===== src/rtl/ysyx_040729_mul_pkg.sv =====
// Shared encodings for the EXE multiply sequencer: op codes, signedness, FSM states.
package ysyx_040729_mul_pkg;

  localparam int unsigned OP_W  = 3;
  localparam int unsigned SGN_W = 2;

  localparam logic [OP_W-1:0] OP_MUL    = 3'd0;
  localparam logic [OP_W-1:0] OP_MULH   = 3'd1;
  localparam logic [OP_W-1:0] OP_MULHSU = 3'd2;
  localparam logic [OP_W-1:0] OP_MULHU  = 3'd3;
  localparam logic [OP_W-1:0] OP_MULW   = 3'd4;

  localparam logic [SGN_W-1:0] SGN_SS = 2'b11;
  localparam logic [SGN_W-1:0] SGN_SU = 2'b10;
  localparam logic [SGN_W-1:0] SGN_UU = 2'b00;

  typedef enum logic [1:0] {
    ST_IDLE,
    ST_ISSUE,
    ST_WAIT,
    ST_RESP
  } mul_state_e;

  // Reserved encodings complete as a plain MUL.
  function automatic logic [OP_W-1:0] op_norm(input logic [OP_W-1:0] op);
    return (op > OP_MULW) ? OP_MUL : op;
  endfunction

  function automatic logic [SGN_W-1:0] op_sgn(input logic [OP_W-1:0] op);
    logic [SGN_W-1:0] sgn;
    case (op)
      OP_MULHSU: sgn = SGN_SU;
      OP_MULHU:  sgn = SGN_UU;
      default:   sgn = SGN_SS;
    endcase
    return sgn;
  endfunction

endpackage


===== src/rtl/ysyx_040729_mul_result_sel.sv =====
// Picks the architectural result from the multiplier's hi/lo halves for a given op.
module ysyx_040729_mul_result_sel
  import ysyx_040729_mul_pkg::*;
#(
  parameter int unsigned XLEN = 64
) (
  input  logic [OP_W-1:0] op,
  input  logic [XLEN-1:0] hi,
  input  logic [XLEN-1:0] lo,
  output logic [XLEN-1:0] data_c
);

  always_comb begin
    data_c = lo;
    case (op)
      OP_MULH, OP_MULHSU, OP_MULHU: data_c = hi;
      OP_MULW:                      data_c = {{(XLEN-32){lo[31]}}, lo[31:0]};
      default:                      data_c = lo;
    endcase
  end

endmodule


===== src/rtl/ysyx_040729_exe_mul_ctrl.sv =====
// EXE-to-Booth-multiplier sequencer with flush handling.
// YSYX_040729_MUL_FUSE_EN adds a one-entry result cache so MUL/MULH* pairs skip the multiplier.
module ysyx_040729_exe_mul_ctrl
  import ysyx_040729_mul_pkg::*;
#(
  parameter int unsigned XLEN = 64
) (
  input  logic             clock,
  input  logic             reset,
  input  logic             req_valid,
  output logic             req_ready,
  input  logic [2:0]       req_op,
  input  logic [XLEN-1:0]  req_src1,
  input  logic [XLEN-1:0]  req_src2,
  output logic             resp_valid,
  input  logic             resp_ready,
  output logic [XLEN-1:0]  resp_data,
  input  logic             flush,
  output logic             mul_valid,
  output logic             mul_flush,
  output logic             mul_w,
  output logic [1:0]       mul_signed,
  output logic [XLEN-1:0]  mul_a,
  output logic [XLEN-1:0]  mul_b,
  input  logic             mul_ready,
  input  logic             mul_out_valid,
  input  logic [XLEN-1:0]  mul_res_hi,
  input  logic [XLEN-1:0]  mul_res_lo
);

  mul_state_e       state_q, state_d;
  logic [OP_W-1:0]  op_q, op_d;
  logic [XLEN-1:0]  a_q, a_d, b_q, b_d;
  logic             w_q, w_d;
  logic [SGN_W-1:0] sgn_q, sgn_d;
  logic [XLEN-1:0]  resp_data_q, resp_data_d;

  logic [OP_W-1:0]  req_op_n;
  logic [OP_W-1:0]  sel_op;
  logic [XLEN-1:0]  sel_hi, sel_lo, sel_data;

`ifdef YSYX_040729_MUL_FUSE_EN
  logic             cache_vld_q, cache_vld_d;
  logic [XLEN-1:0]  cache_hi_q, cache_hi_d, cache_lo_q, cache_lo_d;
  logic [XLEN-1:0]  cache_a_q, cache_a_d, cache_b_q, cache_b_d;
  logic [SGN_W-1:0] cache_sgn_q, cache_sgn_d;
  logic             hit_c;
`endif

  assign req_op_n = op_norm(req_op);

  // In IDLE the selector serves cache hits; otherwise it shapes the live multiplier result.
  always_comb begin
    sel_op = op_q;
    sel_hi = mul_res_hi;
    sel_lo = mul_res_lo;
`ifdef YSYX_040729_MUL_FUSE_EN
    if (state_q == ST_IDLE) begin
      sel_op = req_op_n;
      sel_hi = cache_hi_q;
      sel_lo = cache_lo_q;
    end
`endif
  end

  ysyx_040729_mul_result_sel #(.XLEN(XLEN)) u_result_sel (
    .op     (sel_op),
    .hi     (sel_hi),
    .lo     (sel_lo),
    .data_c (sel_data)
  );

`ifdef YSYX_040729_MUL_FUSE_EN
  // MUL only reuses a fully signed entry; MULH* need an exact signedness match.
  always_comb begin
    hit_c = 1'b0;
    if (cache_vld_q && (req_src1 == cache_a_q) && (req_src2 == cache_b_q)) begin
      if (req_op_n == OP_MUL) begin
        hit_c = (cache_sgn_q == SGN_SS);
      end else if (req_op_n != OP_MULW) begin
        hit_c = (cache_sgn_q == op_sgn(req_op_n));
      end
    end
  end
`endif

  always_comb begin
    state_d     = state_q;
    op_d        = op_q;
    a_d         = a_q;
    b_d         = b_q;
    w_d         = w_q;
    sgn_d       = sgn_q;
    resp_data_d = resp_data_q;
    mul_flush   = 1'b0;
`ifdef YSYX_040729_MUL_FUSE_EN
    cache_vld_d = cache_vld_q;
    cache_hi_d  = cache_hi_q;
    cache_lo_d  = cache_lo_q;
    cache_a_d   = cache_a_q;
    cache_b_d   = cache_b_q;
    cache_sgn_d = cache_sgn_q;
`endif

    case (state_q)
      ST_IDLE: begin
        if (req_valid && !flush) begin
          op_d    = req_op_n;
          a_d     = req_src1;
          b_d     = req_src2;
          w_d     = (req_op_n == OP_MULW);
          sgn_d   = op_sgn(req_op_n);
          state_d = ST_ISSUE;
`ifdef YSYX_040729_MUL_FUSE_EN
          if (hit_c) begin
            resp_data_d = sel_data;
            state_d     = ST_RESP;
          end
`endif
        end
      end
      ST_ISSUE: begin
        if (flush) begin
          mul_flush = 1'b1;
          state_d   = ST_IDLE;
        end else if (mul_ready) begin
          state_d = ST_WAIT;
        end
      end
      ST_WAIT: begin
        if (flush) begin
          mul_flush = 1'b1;
          state_d   = ST_IDLE;
        end else if (mul_out_valid) begin
          resp_data_d = sel_data;
          state_d     = ST_RESP;
`ifdef YSYX_040729_MUL_FUSE_EN
          if (op_q != OP_MULW) begin
            cache_vld_d = 1'b1;
            cache_hi_d  = mul_res_hi;
            cache_lo_d  = mul_res_lo;
            cache_a_d   = a_q;
            cache_b_d   = b_q;
            cache_sgn_d = sgn_q;
          end
`endif
        end
      end
      ST_RESP: begin
        if (flush || resp_ready) begin
          state_d = ST_IDLE;
        end
      end
      default: state_d = ST_IDLE;
    endcase

`ifdef YSYX_040729_MUL_FUSE_EN
    if (flush) begin
      cache_vld_d = 1'b0;
    end
`endif
  end

  always_ff @(posedge clock) begin
    if (reset) begin
      state_q     <= ST_IDLE;
      op_q        <= OP_MUL;
      a_q         <= '0;
      b_q         <= '0;
      w_q         <= 1'b0;
      sgn_q       <= SGN_UU;
      resp_data_q <= '0;
    end else begin
      state_q     <= state_d;
      op_q        <= op_d;
      a_q         <= a_d;
      b_q         <= b_d;
      w_q         <= w_d;
      sgn_q       <= sgn_d;
      resp_data_q <= resp_data_d;
    end
  end

`ifdef YSYX_040729_MUL_FUSE_EN
  always_ff @(posedge clock) begin
    if (reset) begin
      cache_vld_q <= 1'b0;
      cache_hi_q  <= '0;
      cache_lo_q  <= '0;
      cache_a_q   <= '0;
      cache_b_q   <= '0;
      cache_sgn_q <= SGN_UU;
    end else begin
      cache_vld_q <= cache_vld_d;
      cache_hi_q  <= cache_hi_d;
      cache_lo_q  <= cache_lo_d;
      cache_a_q   <= cache_a_d;
      cache_b_q   <= cache_b_d;
      cache_sgn_q <= cache_sgn_d;
    end
  end
`endif

  assign req_ready  = (state_q == ST_IDLE);
  assign resp_valid = (state_q == ST_RESP);
  assign mul_valid  = (state_q == ST_ISSUE);
  assign resp_data  = resp_data_q;
  assign mul_w      = w_q;
  assign mul_signed = sgn_q;
  assign mul_a      = a_q;
  assign mul_b      = b_q;

endmodule


===== config.mk =====
export PLATFORM = sky130hd
export DESIGN_NAME = ysyx_040729_exe_mul_ctrl
export DESIGN_NICKNAME = d
export VERILOG_FILES = /design/src/rtl/ysyx_040729_mul_pkg.sv /design/src/rtl/ysyx_040729_mul_result_sel.sv /design/src/rtl/ysyx_040729_exe_mul_ctrl.sv
export SDC_FILE = /design/constraint.sdc
export NUM_CORES = 1
export LEC_CHECK = 0
export ABC_CLOCK_PERIOD_IN_PS = 2090
export BUFFER_PORTS_ARGS = -buffer_cell sky130_fd_sc_hd__buf_2
export CORE_AREA = 2 2 182 184
export DETAILED_ROUTE_END_ITERATION = 10
export DIE_AREA = 0 0 184 186
export GPL_ROUTABILITY_DRIVEN = 0
export GPL_TIMING_DRIVEN = 0
export PLACE_DENSITY_LB_ADDON = 0.2
export SLEW_MARGIN = 25
export SYNTH_ARGS = -nofsm -noshare
export SYNTH_HDL_FRONTEND = slang
export SYNTH_SLANG_ARGS = --single-unit
export TNS_END_PERCENT = 10

===== constraint.sdc =====
create_clock -name clock -period 2.09 [get_ports clock]
set_input_delay 0.209 -clock clock [delete_from_list [all_inputs] [get_ports clock]]
set_output_delay 0.209 -clock clock [all_outputs]
set_load 0.03 [all_outputs]

==> results.md <==
* Outcome: finished, final reports clean
* Die ar. at approximately 34000 um2
* Pint at around 6.4 mW
* Fin util at between 40% and 50%
* Initial antenna violation count at 1
* Root buffer cell: clkbuf_16
* Slowest Stage Delay on Critical Path at about 0.37 ns
* GRT overflow at 0
* NetSw at 2.850 mW
* GRT Util Overall at about 19%
* Post-synth design cell area at ~7600 um2
* Worst-case clock buffer depth at 2
* Setup Viol. Count Final at 0
* Period minus WS final at about 1.9 ns
* WHS at roughly 0.030 ns
* RSZ-0062 raised after global routing: false
* Routed wl met2 at between 15000 and 20000 um
* First-pass GRT wire length at 49050 um
* Worst Skew at slightly below 0.01 ns
* CTS Sinks at 200
* Slew Limit Headroom at 49.16%
* Final Hold Vio Count at 0
* Final ANT Viol Nets at 0
* Filler cells at around 3400
* Met1 wire length at between 10000 and 15000 um
* Number of setup buffers added after CTS at 0
* Area Overhead vs Synth at 70.32%
* DRC Markers at 0
* Crit path DAT at 2.28 ns
* Largest net degree at the start of global routing at 19
* Sw Ratio at 30.74%
* Min-delay worst type: primary input to flop
* Port buffer count at roughly 460
* Dpl hpwl at 24620 um
* Synth area leader: dfxtp_1
* Number of DRC markers in iteration 0 at between 400 and 500
* Synth Flop Type: dfxtp_1
* Core area at ~32000 um2
* Ports at 465
* Crit path max fanout at 10
* Gate Count Post-Synth at 965
* Clock power frac at a little over a third
* CP max stage cell: dfxtp_1
* Final nets at roughly 1900
* Share of cells above drive strength 1 at 33.17%
* Vias in the first global route at just over 9000
* Yosys warning total at 0
* Sequential fraction of the synthesis area at between 50% and 60%
* Crit path max-delay family: buffers and inverters
* Ys async rst share at 0%
* Syn nets at ~1200
* Crit end category: flop
* Achievable Freq at between 500 and 600 MHz
* Largest cells by area after synthesis: dfxtp_1 53%, nand2_1 19%, a21oi_1 8.8%, a311oi_1 7.4%, nor2_1 3.5%
* Top Layer Used: met4
* Synth Register Bits at 200
* Met3 wire len at ~1800 um
* PD cells at approximately 720 nW/um2
* Multi-input gate area at roughly 3200 um2
* CTS tree: yes
* Comb pwr share at roughly a fifth
* Fin. max-slew vios at 0
* Seq pwr share at roughly 44%
* Yosys cell types at 30
* Worst Path Required at roughly 2.5 ns
* Max Cap Viol at 0
* Worst IR drop on VDD at 0.0005171 V
* Tightest Pin Transition at roughly 0.76 ns
* Most common cell in the netlist: nand2_1
* Avg WL per Cell at around 16 um
* Cell Chain, Critical Path: inv_1 > ha_1 > nand3b_1 > buf_4 > buf_2 > nand2_1 > a21oi_1
* WL final at 33160 um
* Via count at approximately 9000
* Critical Path Source Type: flop
* First-pass DRT Iterations at 5
* Commonest cells post-synth: 389 x nand2_1, 200 x dfxtp_1, 133 x a21oi_1, 70 x nor2_1, 64 x a311oi_1
* Initial Util at a little under a quarter
* Post-DR vias/cell at about 4.4
* Die Span X at ~180 um
* Clock-pin slew on the worst setup and hold paths at approximately 0.08 ns
* Post-Synthesis Mean Instance Area at ~7.9 um2
* Worst path bufs/invs at 3
* CTS Buf Count at 17
* Post-synth top area share at 52.70%
* Register Area at 4004 um2
* Post-synth EDFFs at 0
* Row Count at between 60 and 70
* LEAKAGE at around 5.9 nW
* Worst Path Class, Setup: flop to flop
* Final worst-path cycle share at 91.69%
* Height of the chip at about 190 um
* H-tree depth at 4
* Worst skew pair latency at about 0.45 ns
-- stage by stage --
stage	instances	worst slack, ns	cell area [um2]	TNS (ns)	total power, mW
detailed placement	1836	-0.1399	10430	-0.3250	5.759
finish	2061	0.1737	12940	0	9.272
global route	2061	0.02929	12940	0	9.700
global placement	1836	-0.1272	10430	-0.1730	5.745
CTS	2060	0.001126	12910	0	9.387
floorplan	965	0.3797	7597	0	5.074
-- per-layer routing --
| layer | up-vias | GRT usage (%) |
|---|---|---|
| met5 | - | 0 |
| met4 | 0 | 6.976 |
| met3 | 55 | 4.304 |
| met2 | 301 | 31.86 |
| met1 | 4268 | 22.42 |
| li1 | 4543 | - |
-- registers in the layout (all words and copies together), names as in the netlist --
name,count
state_q,2
mul_a,64
mul_signed,2
resp_data,64
mul_w,1
mul_b,64
op_q,3
-- cells in the final DEF, fill, tap and decap left out, types with 4 or more instances in the layout --
cell type	n
buf_6	8
dlygate4sd3_1	192
ha_1	4
a311oi_1	64
a21oi_1	133
clkinv_2	4
clkbuf_1	32
dfxtp_1	200
clkbuf_16	17
nor2_1	70
buf_2	494
nand2_1	389
-- tightest hold or removal path, cell delays in order --
cell	delay, ns
buf_2	0.10
nand2_1	0.05
a311oi_1	0.07
-- logic make-up (layout without fill, tap and decap cells) --
group | after synthesis | count (layout) | share of synthesized area (%)
adders and majority gates | 4 | 4 | 0.6588
buffers and inverters | 80 | 767 | 5.369
AOI/OAI and AO/OA | 203 | 203 | 16.72
other | 0 | 1 | 0
DFF | 200 | 200 | 52.70
and+or+nand+nor | 477 | 477 | 24.34
xor gates and xnor gates | 1 | 1 | 0.2142
-- path summary, 6_finish.rpt --
path                  start            end  slack [ns]  depth (start not counted)
max              state_q[0]      mul_b[22]        0.17                          7
min          mul_res_hi[45]  resp_data[45]        0.03                          3
max reg2reg      state_q[0]      mul_b[22]        0.17                          7
min reg2reg       mul_a[30]      mul_a[30]        0.45                          2
-- repair_timing --
action,4_1_cts,5_1_grt
setup endpoints to repair,10,112
hold buffers,192,0
endpoints found under the hold margin,167,0
resized for setup,1,11
-- layout make-up --
class / count / share of cell area, %
diodes: 1 / 0.01934
plain buffers: 78 / 3.191
flip-flops and latches: 200 / 30.94
multi-input cells: 685 / 24.71
clock buffers: 17 / 3.288
clock inverters: 15 / 1.093
inverters: 2 / 0.05802
repair buffers: 655 / 32.76
well taps: 408 / 3.945
-- power groups by stage --
stage               sequential [mW]  clock, mW  combinational (mW)
CTS                            4.07       3.42                1.89
finish                         4.07       3.31                1.88
global placement               4.16          0                1.59
floorplan                      4.50          0               0.579
detailed placement             4.16          0                1.59
global route                   4.09       3.56                2.05
Power figures use the tool's default switching activity.
